## src/rtl/systolic_array_ctrl.sv

```systemverilog
// Sequencer for a weight-stationary ARRAY_ROWS x ARRAY_COLS FMA systolic array.
// A job has four phases: load the weight rows, stream k_len activation vectors,
// drain the partial-sum pipeline, then signal done for one cycle.
module systolic_array_ctrl #(
   parameter int unsigned ARRAY_ROWS = 4,
   parameter int unsigned ARRAY_COLS = 4,
   parameter int unsigned ADDR_WIDTH = 10
) (
   input  logic                  clk,
   input  logic                  reset,
   input  logic                  start,
   input  logic [ADDR_WIDTH:0]   k_len,
   output logic                  busy,
   output logic                  done,
   output logic                  wgt_rd_en,
   output logic [ADDR_WIDTH-1:0] wgt_rd_addr,
   output logic                  wgt_load,
   output logic                  act_rd_en,
   output logic [ADDR_WIDTH-1:0] act_rd_addr,
   output logic [ARRAY_ROWS-1:0] row_en,
   output logic [ARRAY_COLS-1:0] out_valid
);

   // One delay tap per cycle from the activation read to the last column output.
   localparam int unsigned DLY_LEN = ARRAY_ROWS + ARRAY_COLS;
   localparam int unsigned DRAIN_W = $clog2(DLY_LEN + 1);

   localparam logic [ADDR_WIDTH:0]   K_MAX      = {1'b1, {ADDR_WIDTH{1'b0}}};
   localparam logic [ADDR_WIDTH:0]   CNT_ONE    = {{ADDR_WIDTH{1'b0}}, 1'b1};
   localparam logic [ADDR_WIDTH-1:0] WADDR_ONE  = {{(ADDR_WIDTH-1){1'b0}}, 1'b1};
   localparam logic [ADDR_WIDTH-1:0] WGT_LAST   = ADDR_WIDTH'(ARRAY_ROWS - 1);
   localparam logic [DRAIN_W-1:0]    DRAIN_ONE  = {{(DRAIN_W-1){1'b0}}, 1'b1};
   localparam logic [DRAIN_W-1:0]    DRAIN_LAST = DRAIN_W'(DLY_LEN - 1);

   typedef enum logic [2:0] {StIdle, StLoadW, StStream, StDrain, StDone} state_e;

   state_e                state_q, state_d;
   logic [ADDR_WIDTH:0]   k_q, k_d;
   logic [ADDR_WIDTH-1:0] wgt_addr_q, wgt_addr_d;
   logic [ADDR_WIDTH:0]   act_cnt_q, act_cnt_d;
   logic [DRAIN_W-1:0]    drain_cnt_q, drain_cnt_d;
   logic [DLY_LEN-1:0]    dly_q, dly_d;
   logic                  wgt_load_q;

   // Next-state, counters and phase strobes.
   always_comb begin
      state_d     = state_q;
      k_d         = k_q;
      wgt_addr_d  = wgt_addr_q;
      act_cnt_d   = act_cnt_q;
      drain_cnt_d = drain_cnt_q;
      busy        = 1'b0;
      done        = 1'b0;
      wgt_rd_en   = 1'b0;
      act_rd_en   = 1'b0;
      unique case (state_q)
         StIdle: begin
            if (start) begin
               // Saturate so the stream phase never wraps the address space.
               k_d        = (k_len > K_MAX) ? K_MAX : k_len;
               wgt_addr_d = '0;
               state_d    = StLoadW;
            end
         end
         StLoadW: begin
            busy      = 1'b1;
            wgt_rd_en = 1'b1;
            if (wgt_addr_q == WGT_LAST) begin
               if (k_q == '0) begin
                  drain_cnt_d = '0;
                  state_d     = StDrain;
               end else begin
                  act_cnt_d = '0;
                  state_d   = StStream;
               end
            end else begin
               wgt_addr_d = wgt_addr_q + WADDR_ONE;
            end
         end
         StStream: begin
            busy      = 1'b1;
            act_rd_en = 1'b1;
            if ((act_cnt_q + CNT_ONE) == k_q) begin
               drain_cnt_d = '0;
               state_d     = StDrain;
            end else begin
               act_cnt_d = act_cnt_q + CNT_ONE;
            end
         end
         StDrain: begin
            busy = 1'b1;
            if (drain_cnt_q == DRAIN_LAST) begin
               state_d = StDone;
            end else begin
               drain_cnt_d = drain_cnt_q + DRAIN_ONE;
            end
         end
         StDone: begin
            done    = 1'b1;
            state_d = StIdle;
         end
         default: state_d = StIdle;
      endcase
      // Tap i carries act_rd_en delayed by i+1 cycles.
      dly_d = {dly_q[DLY_LEN-2:0], act_rd_en};
   end

   // State, counters and delay lines; all clear asynchronously.
   always_ff @(posedge clk or negedge reset) begin
      if (!reset) begin
         state_q     <= StIdle;
         k_q         <= '0;
         wgt_addr_q  <= '0;
         act_cnt_q   <= '0;
         drain_cnt_q <= '0;
         dly_q       <= '0;
         wgt_load_q  <= 1'b0;
      end else begin
         state_q     <= state_d;
         k_q         <= k_d;
         wgt_addr_q  <= wgt_addr_d;
         act_cnt_q   <= act_cnt_d;
         drain_cnt_q <= drain_cnt_d;
         dly_q       <= dly_d;
         wgt_load_q  <= wgt_rd_en;
      end
   end

   assign wgt_rd_addr = wgt_addr_q;
   assign wgt_load    = wgt_load_q;
   assign act_rd_addr = act_cnt_q[ADDR_WIDTH-1:0];
   assign row_en      = dly_q[ARRAY_ROWS-1:0];
   assign out_valid   = dly_q[DLY_LEN-1:ARRAY_ROWS];

endmodule

```

## config.mk

```make
export PLATFORM = sky130hd
export DESIGN_NAME = systolic_array_ctrl
export DESIGN_NICKNAME = d
export VERILOG_FILES = /design/src/rtl/systolic_array_ctrl.sv
export SDC_FILE = /design/constraint.sdc
export NUM_CORES = 1
export LEC_CHECK = 0
export ABC_AREA = 1
export CAP_MARGIN = 10
export CORE_MARGIN = 5
export CORE_UTILIZATION = 40
export CTS_BUF_LIST = sky130_fd_sc_hd__clkbuf_8 sky130_fd_sc_hd__clkbuf_16
export DETAILED_ROUTE_END_ITERATION = 8
export HOLD_SLACK_MARGIN = 0.1
export PLACE_DENSITY = 0.63
export SYNTH_ARGS = -nofsm -noshare
export SYNTH_HDL_FRONTEND = slang
export SYNTH_SLANG_ARGS = --single-unit
```

## constraint.sdc

```tcl
create_clock -name clk -period 2.5 [get_ports clk]
set_clock_uncertainty 0.05 [all_clocks]
set_input_delay 0.5 -clock clk [delete_from_list [all_inputs] [get_ports clk]]
set_output_delay 0.5 -clock clk [all_outputs]
set_load 0.01 [all_outputs]
```

* Yosys cells after proc, flatten, opt, wreduce, memory -nomap -nowiden
Cells that the tools add are included.
** Storage, ports and cells
- Memory bits (writable) :: 0
- Latch bits :: 0
- Memories kept :: 0
- Memory bits (read-only) :: 0
- Bits in registers :: 48
** Cells by class
- Multiply operators :: 0
- $add $sub $neg :: 3
- Equality and inequality tests :: 16
- Div/mod/pow operators :: 0
- Bitwise logic cells :: 0
- Magnitude comparators :: 1
- Shift operators :: 0
- Reductions and logical operators :: 11
- Multiplexer cells :: 23
** Operators by type and width (number)
- $mux 11 :: 4
- $pmux 11 s2 :: 1
- $mux 10 :: 2
- $pmux 10 s2 :: 1
- $ne 2x2->1 const B :: 9
- $mux 4 :: 4
- $mux 3 :: 4
- $pmux 3 s4 :: 1
- $pmux 4 s3 :: 1
- $add 11x1->11 const B :: 1
- $eq 11x11->1 :: 1
- $gt 11x11->1 const B :: 1
- $logic_not 11->1 :: 1
- $add 10x1->10 const B :: 1
- $eq 10x2->1 const B :: 1
- $reduce_and 4->1 :: 2
- $eq 3x2->1 const B :: 2
- $mux 1 :: 5
- $reduce_and 5->1 :: 1
- $add 4x1->4 const B :: 1
- $eq 4x3->1 const B :: 1
- $reduce_bool 2->1 :: 2
- $eq 3x1->1 const B :: 1
- $eq 3x3->1 const B :: 1
- 5 further kinds :: 5

* Logic depth before layout (Yosys ltp)
Gate-level depths: netlist (run 1).
- Word-level depth :: 4
- Mapped depth :: 16
- Mapped depth without buffers :: 15

* Worst setup path after synthesis (run 1)
Ideal clock, no wire load.
- Kind :: reg2reg
- Start :: register act_cnt_q[0]
- End :: register act_cnt_q[3]
- Arrival time :: 1806 ps
- Buffers on the path :: 1
- Cell stages (with the launch flop) :: 14
- Setup time :: 117 ps
- Period minus slack after synthesis :: 1973 ps
- Setup slack :: 527 ps
- Cell sequence :: dfrtp_1 -> ha_1 -> nand2_2 -> nor2_4 -> nand3_2 -> nand3_1 -> nand2_1 -> nor2_2 -> nand2_2 -> o21bai_4 -> nand2_4 -> buf_6 -> nand3_1 -> nand2_1
** On the way
- Longest elaborated chain between the ends :: 4
- Elaborated cells between the ends (all ways) :: 6
- Classes of those cells :: add/sub: 1; eq/ne: 2; mux: 2; reduce/logical: 1
** RTL lines
- from (decl) :: RTL line 40 : logic [ADDR_WIDTH:0] act_cnt_q, act_cnt_d;
- from (signal assigned) :: RTL line 122 : act_cnt_q <= act_cnt_d;
- $add 11x1->11 (*) :: RTL line 83, 87
- $eq 11x11->1 :: RTL line 83 : if ((act_cnt_q + CNT_ONE) == k_q) begin
- $ne 2x2->1 (no source line)
- $reduce_and 4->1 (no source line)
Every way passes the cells marked *; elsewhere a longest branch is shown, timed or not. The select of a mux whose other input is x is not followed.
A chain may end at the register's enable or synchronous reset.

* Worst setup path after layout (run 1)
- Start :: register state_q[2]
- End :: output act_rd_en
** On the way
- Longest elaborated chain between the ends :: 2
** RTL lines
- from (decl) :: RTL line 37 : state_e state_q, state_d;
- from (signal assigned) :: RTL line 111 : state_q <= StIdle;
- from (signal assigned) :: RTL line 119 : state_q <= state_d;
- $eq 3x2->1 :: RTL line 56 : unique case (state_q)
- $mux 1 :: RTL line 56
- to (decl) :: RTL line 18 : output logic act_rd_en,
Every way passes these cells.

==> results_dict.tcl, run 1 <==
set metrics [dict create \
    yosysTopAreaCellShare_pct 43.4 \
    seqPwrFrac_pct 59.7 \
    clk-insertion-delay-late_ns 0.30 \
    globalplace.congestion 0.899 \
    ir_drop_mv 0.226 \
    pin_count 47 \
    slew_violations 0 \
    synth_cells 357 \
    intPower_mw 1.02 \
    via_per_inst 5.15 \
    grt_max_degree 19 \
    combPwrFrac_pct 3.6 \
    synth.distinct_cells 37 \
    htreeDepth 2 \
    power.total_mw 1.30 \
    powerDensity_nw_per_um2 384 \
    synth.avg_cell_area_um2 7.76 \
    drt_first_pass_iters 4 \
    routedWlPerCell_um 13.9 \
    synth_commonest_cells "94 x nand2_1, 48 x dfrtp_1, 48 x nand3_1" \
    synth_top_cell_by_area "dfrtp_1" \
    drc 0 \
    drt_iter0_drc 96 \
    hp-class "flop to flop" \
    min_period_over_period_pct 90.3 \
    io_buffer_count 46 \
    tritoncts "built" \
    synth-seq-cells 48 \
    cts_made_buffers 5 \
    outcome "completed" \
    synth_area_um2 2770 \
    path_clk_slew_ns 0.09 \
    rsz0062_at_grt "no" \
    clock_path_buffers 2 \
    num_rows 30 \
    cp_slowest_cell "clkdlybuf4s50_1" \
    post_cts_buffers 0 \
    ys_seq_area_share_pct 43.4 \
    antenna_left 0 \
    grt_first_pass_wirelength_mm 11.6 \
    async_reset_ff_share_pct 100 \
    synth_fp_nets 374 \
    path_cells "inv_1 > nand2_1 > nor2_1 > clkdlybuf4s50_1" \
    vias 2486 \
    die_area_um2 8690 \
    p_clk_share_pct 36.6 \
    grtUsageTotal_pct 16.7 \
    arrival_ns 1.71 \
    max_stage_delay_ns 0.58 \
    worstMarginPinSlew_ns 0.540 \
    area_growth_pct 22.0 \
    crit_fanout 5 \
    criticalPathCategory "flop to output pin" \
    fin_util_pct 50.0 \
    synthFlopType "dfrtp_1" \
    cap_violations 0 \
    power.leakage_nw 1.59 \
    grt_pass1_vias 2471 \
    drive_above_1_share_pct 10.2 \
    drt_wl_total_mm 6.72 \
    layout.nets 419 \
    worstSetupEndpointType "output pin" \
    fin_ws_ns 0.243 \
    synth.most_common_cell "nand2_1" \
    fp.dieW_um 93.2 \
    grt_overflow_total 0 \
    hpwl_mm 5.34 \
    antenna_found_initial 0 \
    swShare_pct 21.5 \
    synth_edf_count 0 \
    cp_data_required_time_ns 1.95 \
    ys_warn_count 0 \
    finalHoldViolCount 0 \
    crit_path_start_kind "flop" \
    fin_crit_ns 2.26 \
    p_sw_uw 280 \
    fin_tns_setup_ns 0 \
    start_util_pct 41.0 \
    synth_area_leaders "dfrtp_1 43%, nand2_1 13%, nand3_1 8.7%, inv_1 5.3%, nor2_1 3.7%" \
    pre_cts_slack_ns 0.260 \
    cts_root_buf "clkbuf_8" \
    setup_viol 0 \
    n_antenna_cell 0 \
    maxSlewHeadroom_pct 63.7 \
    die_h_um 93.2 \
    fmax_ghz 0.443 \
    clock-sinks 48 \
    core_um2 6760 \
]
metal layers:
metal | track usage [%] | part of all wire (%) | vias up
li1 | - | - | 1245
met1 | 22.4 | 47 | 1175
met2 | 28.0 | 48 | 61
met3 | 3.22 | 4.5 | 5
met4 | 3.66 | 0.71 | 0
met5 | 0 | 0 | -
critical path: cells and delay by family, from the launching register on:
kind,cells,cell delay [ns]
buffers and inverters,2,0.69
flip-flops,1,0.45
AND/OR/NAND/NOR,2,0.27
power by group through the flow:
| stage | Clock (mW) | Sequential [mW] | Combinational (mW) |
|---|---|---|---|
| 2_1_floorplan | 0 | 0.791 | 0.00257 |
| 3_3_place_gp | 0 | 0.791 | 0.0472 |
| 3_5_place_dp | 0 | 0.791 | 0.0476 |
| 4_1_cts | 0.493 | 0.776 | 0.0490 |
| 5_1_grt | 0.517 | 0.776 | 0.0532 |
| 6_report | 0.475 | 0.776 | 0.0474 |
through the flow:
| step | cell area, um2 | std cells | hold slack (ns) |
|---|---|---|---|
| 6_report | 3380 | 483 | 0.331 |
| 2_1_floorplan | 2770 | 357 | 0.154 |
| 3_5_place_dp | 3270 | 474 | 0.314 |
| 4_1_cts | 3380 | 483 | 0.334 |
| 3_3_place_gp | 3270 | 474 | 0.306 |
| 5_1_grt | 3380 | 483 | 0.341 |
path summary, 6_finish.rpt:
kind / from / to / slack [ns] / depth (start not counted)
worst max-delay path: state_q[2] / act_rd_en / 0.24 / 4
worst min-delay path: dly_q[3] / dly_q[4] / 0.33 / 0
worst max register to register: act_cnt_q[1] / act_cnt_q[2] / 0.28 / 13
worst min register to register: dly_q[3] / dly_q[4] / 0.33 / 0
max in group asynchronous: reset / act_cnt_q[0] / 1.16 / 3
min in group asynchronous: reset / wgt_rd_addr[3] / 0.62 / 2
kinds of logic (layout without fill, tap and decap cells):
logic type | count (synthesis) | in the layout | synth area share, %
compound gates | 31 | 31 | 6.60
xor+xnor | 6 | 6 | 1.90
fa+ha+maj | 3 | 3 | 1.36
buf+inv | 57 | 103 | 9.76
flops | 48 | 48 | 43.4
simple gates | 212 | 212 | 37.0
cell type report:
cell class | count | area (um2)
Multi-Input combinational cell | 252 | 1300
Clock inverter | 2 | 11.3
Sequential cell | 48 | 1200
Fill cell | 659 | 3380
Tap cell | 80 | 100
Timing Repair Buffer | 54 | 531
Inverter | 41 | 154
Clock buffer | 6 | 82.6
flip-flops by register name (all words and copies together) (netlist names):
signal and cells:
act_cnt_q 11, state_q 3, wgt_rd_addr 10, dly_q 8, k_q 11, wgt_load 1, drain_cnt_q 4
repair_timing:
| item | 4_1_cts | 5_1_grt |
|---|---|---|
| resized for setup | 0 | 1 |
| hold buffers | 1 | 0 |
| endpoints found under the setup margin | 0 | 3 |
| hold endpoints to repair | 14 | 0 |
cell usage in the layout (no fill, tap or decap), types with 2 or more instances in the layout:
cell type | Yosys | final
inv_2 | 2 | 2
clkbuf_8 | 0 | 6
a21oi_1 | 8 | 8
inv_1 | 39 | 40
nand4_1 | 7 | 7
nand3_1 | 48 | 48
nand2_4 | 3 | 3
nor2_4 | 2 | 2
xor2_1 | 3 | 3
nand2_2 | 5 | 5
nand3_2 | 5 | 5
nor2_1 | 27 | 27
nor3_1 | 6 | 6
nor2_2 | 4 | 4
buf_4 | 10 | 6
nor4_1 | 6 | 6
xnor2_1 | 3 | 3
nand2_1 | 94 | 94
ha_1 | 3 | 3
o21ai_1 | 3 | 3
clkdlybuf4s50_1 | 0 | 45
dfrtp_1 | 48 | 47
o21ai_0 | 13 | 13
Note: power is estimated with default switching activity, not from simulation.
==> inputs of run 2 (changes only) <==
- HOLD_SLACK_MARGIN: 0.1 -> default
- REMOVE_ABC_BUFFERS: default -> 1
==> results_dict.tcl, run 2 (synthesized netlist as in run 1, its figures left out) <==
set metrics [dict create \
    cts-resized-gates 0 \
    vias 2415 \
    rrSetupSlack_ns 0.30 \
    criticalPathCategory "flop to output pin" \
    placedCellCount 474 \
    worstSetupEndpointType "output pin" \
    powerDensity_nw_per_um2 384 \
    cts_root_buf "clkbuf_8" \
    cts_made_buffers 5 \
    r2r-start "act_cnt_q[1]" \
    slew_violations 0 \
    setup_viol 0 \
    fmax_ghz 0.443 \
    grt_overflow_total 0 \
    power.leakage_nw 1.58 \
    cp_data_required_time_ns 1.95 \
    hold_slack_ns 0.247 \
    num_rows 30 \
    clk-insertion-delay-late_ns 0.29 \
    hpwl_mm 5.00 \
    fin_tns_setup_ns 0 \
    drt_wl_total_mm 6.43 \
    finalHoldViolCount 0 \
    grt_max_degree 49 \
    die_area_um2 8690 \
    ir_drop_mv 0.298 \
    rsz0062_at_grt "no" \
    min_period_over_period_pct 90.2 \
    worstMarginPinSlew_ns 0.596 \
    routedWlPerCell_um 13.3 \
    post_cts_buffers 0 \
    crit_fanout 5 \
    core_um2 6760 \
    io_buffer_count 46 \
    drc 0 \
    final_cell_mix "94 x nand2_1, 48 x nand3_1, 48 x dfrtp_1, 45 x clkdlybuf4s50_1, 40 x inv_1" \
    grt_first_pass_wirelength_mm 11.2 \
    crit_path_start_kind "flop" \
    ff2ff_path_depth 11 \
    drt_iter0_drc 92 \
    via_per_inst 5.01 \
    clock_path_buffers 2 \
    fp.dieW_um 93.2 \
    antenna_found_initial 0 \
    grt_pass1_vias 2439 \
    globalplace.congestion 0.919 \
    die_h_um 93.2 \
    layout.nets 418 \
    tritoncts "built" \
    critical_path.endpoint "act_rd_en" \
    cap_violations 0 \
    area_growth_pct 21.1 \
    drive_above_1_share_pct 9.95 \
    r2r_end "act_cnt_q[7]" \
    pin_count 47 \
    htreeDepth 2 \
    fin_crit_ns 2.26 \
    arrival_ns 1.71 \
    final_common_cell "nand2_1" \
    clock-sinks 48 \
    antenna_left 0 \
    outcome "completed" \
    finalNonFillerCells 482 \
    grtUsageTotal_pct 15.9 \
    start_util_pct 41.0 \
    path_clk_slew_ns 0.09 \
    drt_first_pass_iters 5 \
    postCtsHoldBufs 0 \
    hp-class "input port to asynchronous set/reset pin" \
    maxSlewHeadroom_pct 60.2 \
    startpoint "state_q[2]" \
    n_antenna_cell 0 \
]
## run 2: changes by cell type in the layout (fill, tap and decap cells not counted)
cell	delta
dlygate4sd3_1	-1
dfrtp_2	-1
buf_4	+1
buf_12	-1
dfrtp_1	+1
## run 2: cell type report
| type | instances | area [um2] |
|---|---|---|
| sequential | 48 | 1200 |
| tap | 80 | 100 |
| clock inverter | 2 | 11.3 |
| multi-input combinational | 252 | 1300 |
| clock buffer | 6 | 82.6 |
| inverter | 41 | 154 |
| fill | 648 | 3400 |
| timing repair buffer | 53 | 508 |
## run 2: worst min path at each step
| stage | end | slack (ns) | cells past startpoint |
|---|---|---|---|
| global placement | dly_q[4] | 0.31 | 0 |
| detailed placement | dly_q[6] | 0.31 | 0 |
| finish | dly_q[7] | 0.25 | 2 |
| floorplan | act_cnt_q[0] | 0.15 | 0 |
| global route | dly_q[7] | 0.31 | 2 |
| CTS | dly_q[7] | 0.26 | 2 |
## run 2: power breakdown
part	internal, mW	switching, mW	total (mW)
registers	0.776	0	0.776
clock network	0.221	0.248	0.469
logic	0.0201	0.0240	0.0441
total	1.02	0.272	1.29
## run 2: worst max-delay path, cell delays in order (launching register included)
cell and delay (ns):
dfrtp_1 0.46, inv_1 0.13, nand2_1 0.08, nor2_1 0.18, clkdlybuf4s50_1 0.58
## run 2: metal layers
metal | GRT usage (%) | vias up | part of all wire, %
li1 | - | 1238 | -
met1 | 20.2 | 1113 | 46
met2 | 27.7 | 54 | 48
met3 | 2.90 | 10 | 3.5
met4 | 4.76 | 0 | 2.1
met5 | 0 | - | 0
## run 2: stage by stage
stage | setup WS, ns | power, mW | util, % | instance area, um2
floorplan | 0.496 | 0.794 | - | 2650
global route | 0.0876 | 1.35 | 49.6 | 3350
detailed placement | 0.365 | 0.837 | 48.3 | 3260
global placement | 0.382 | 0.836 | 48.3 | 3260
finish | 0.245 | 1.29 | 49.6 | 3350
CTS | 0.196 | 1.32 | 49.6 | 3350
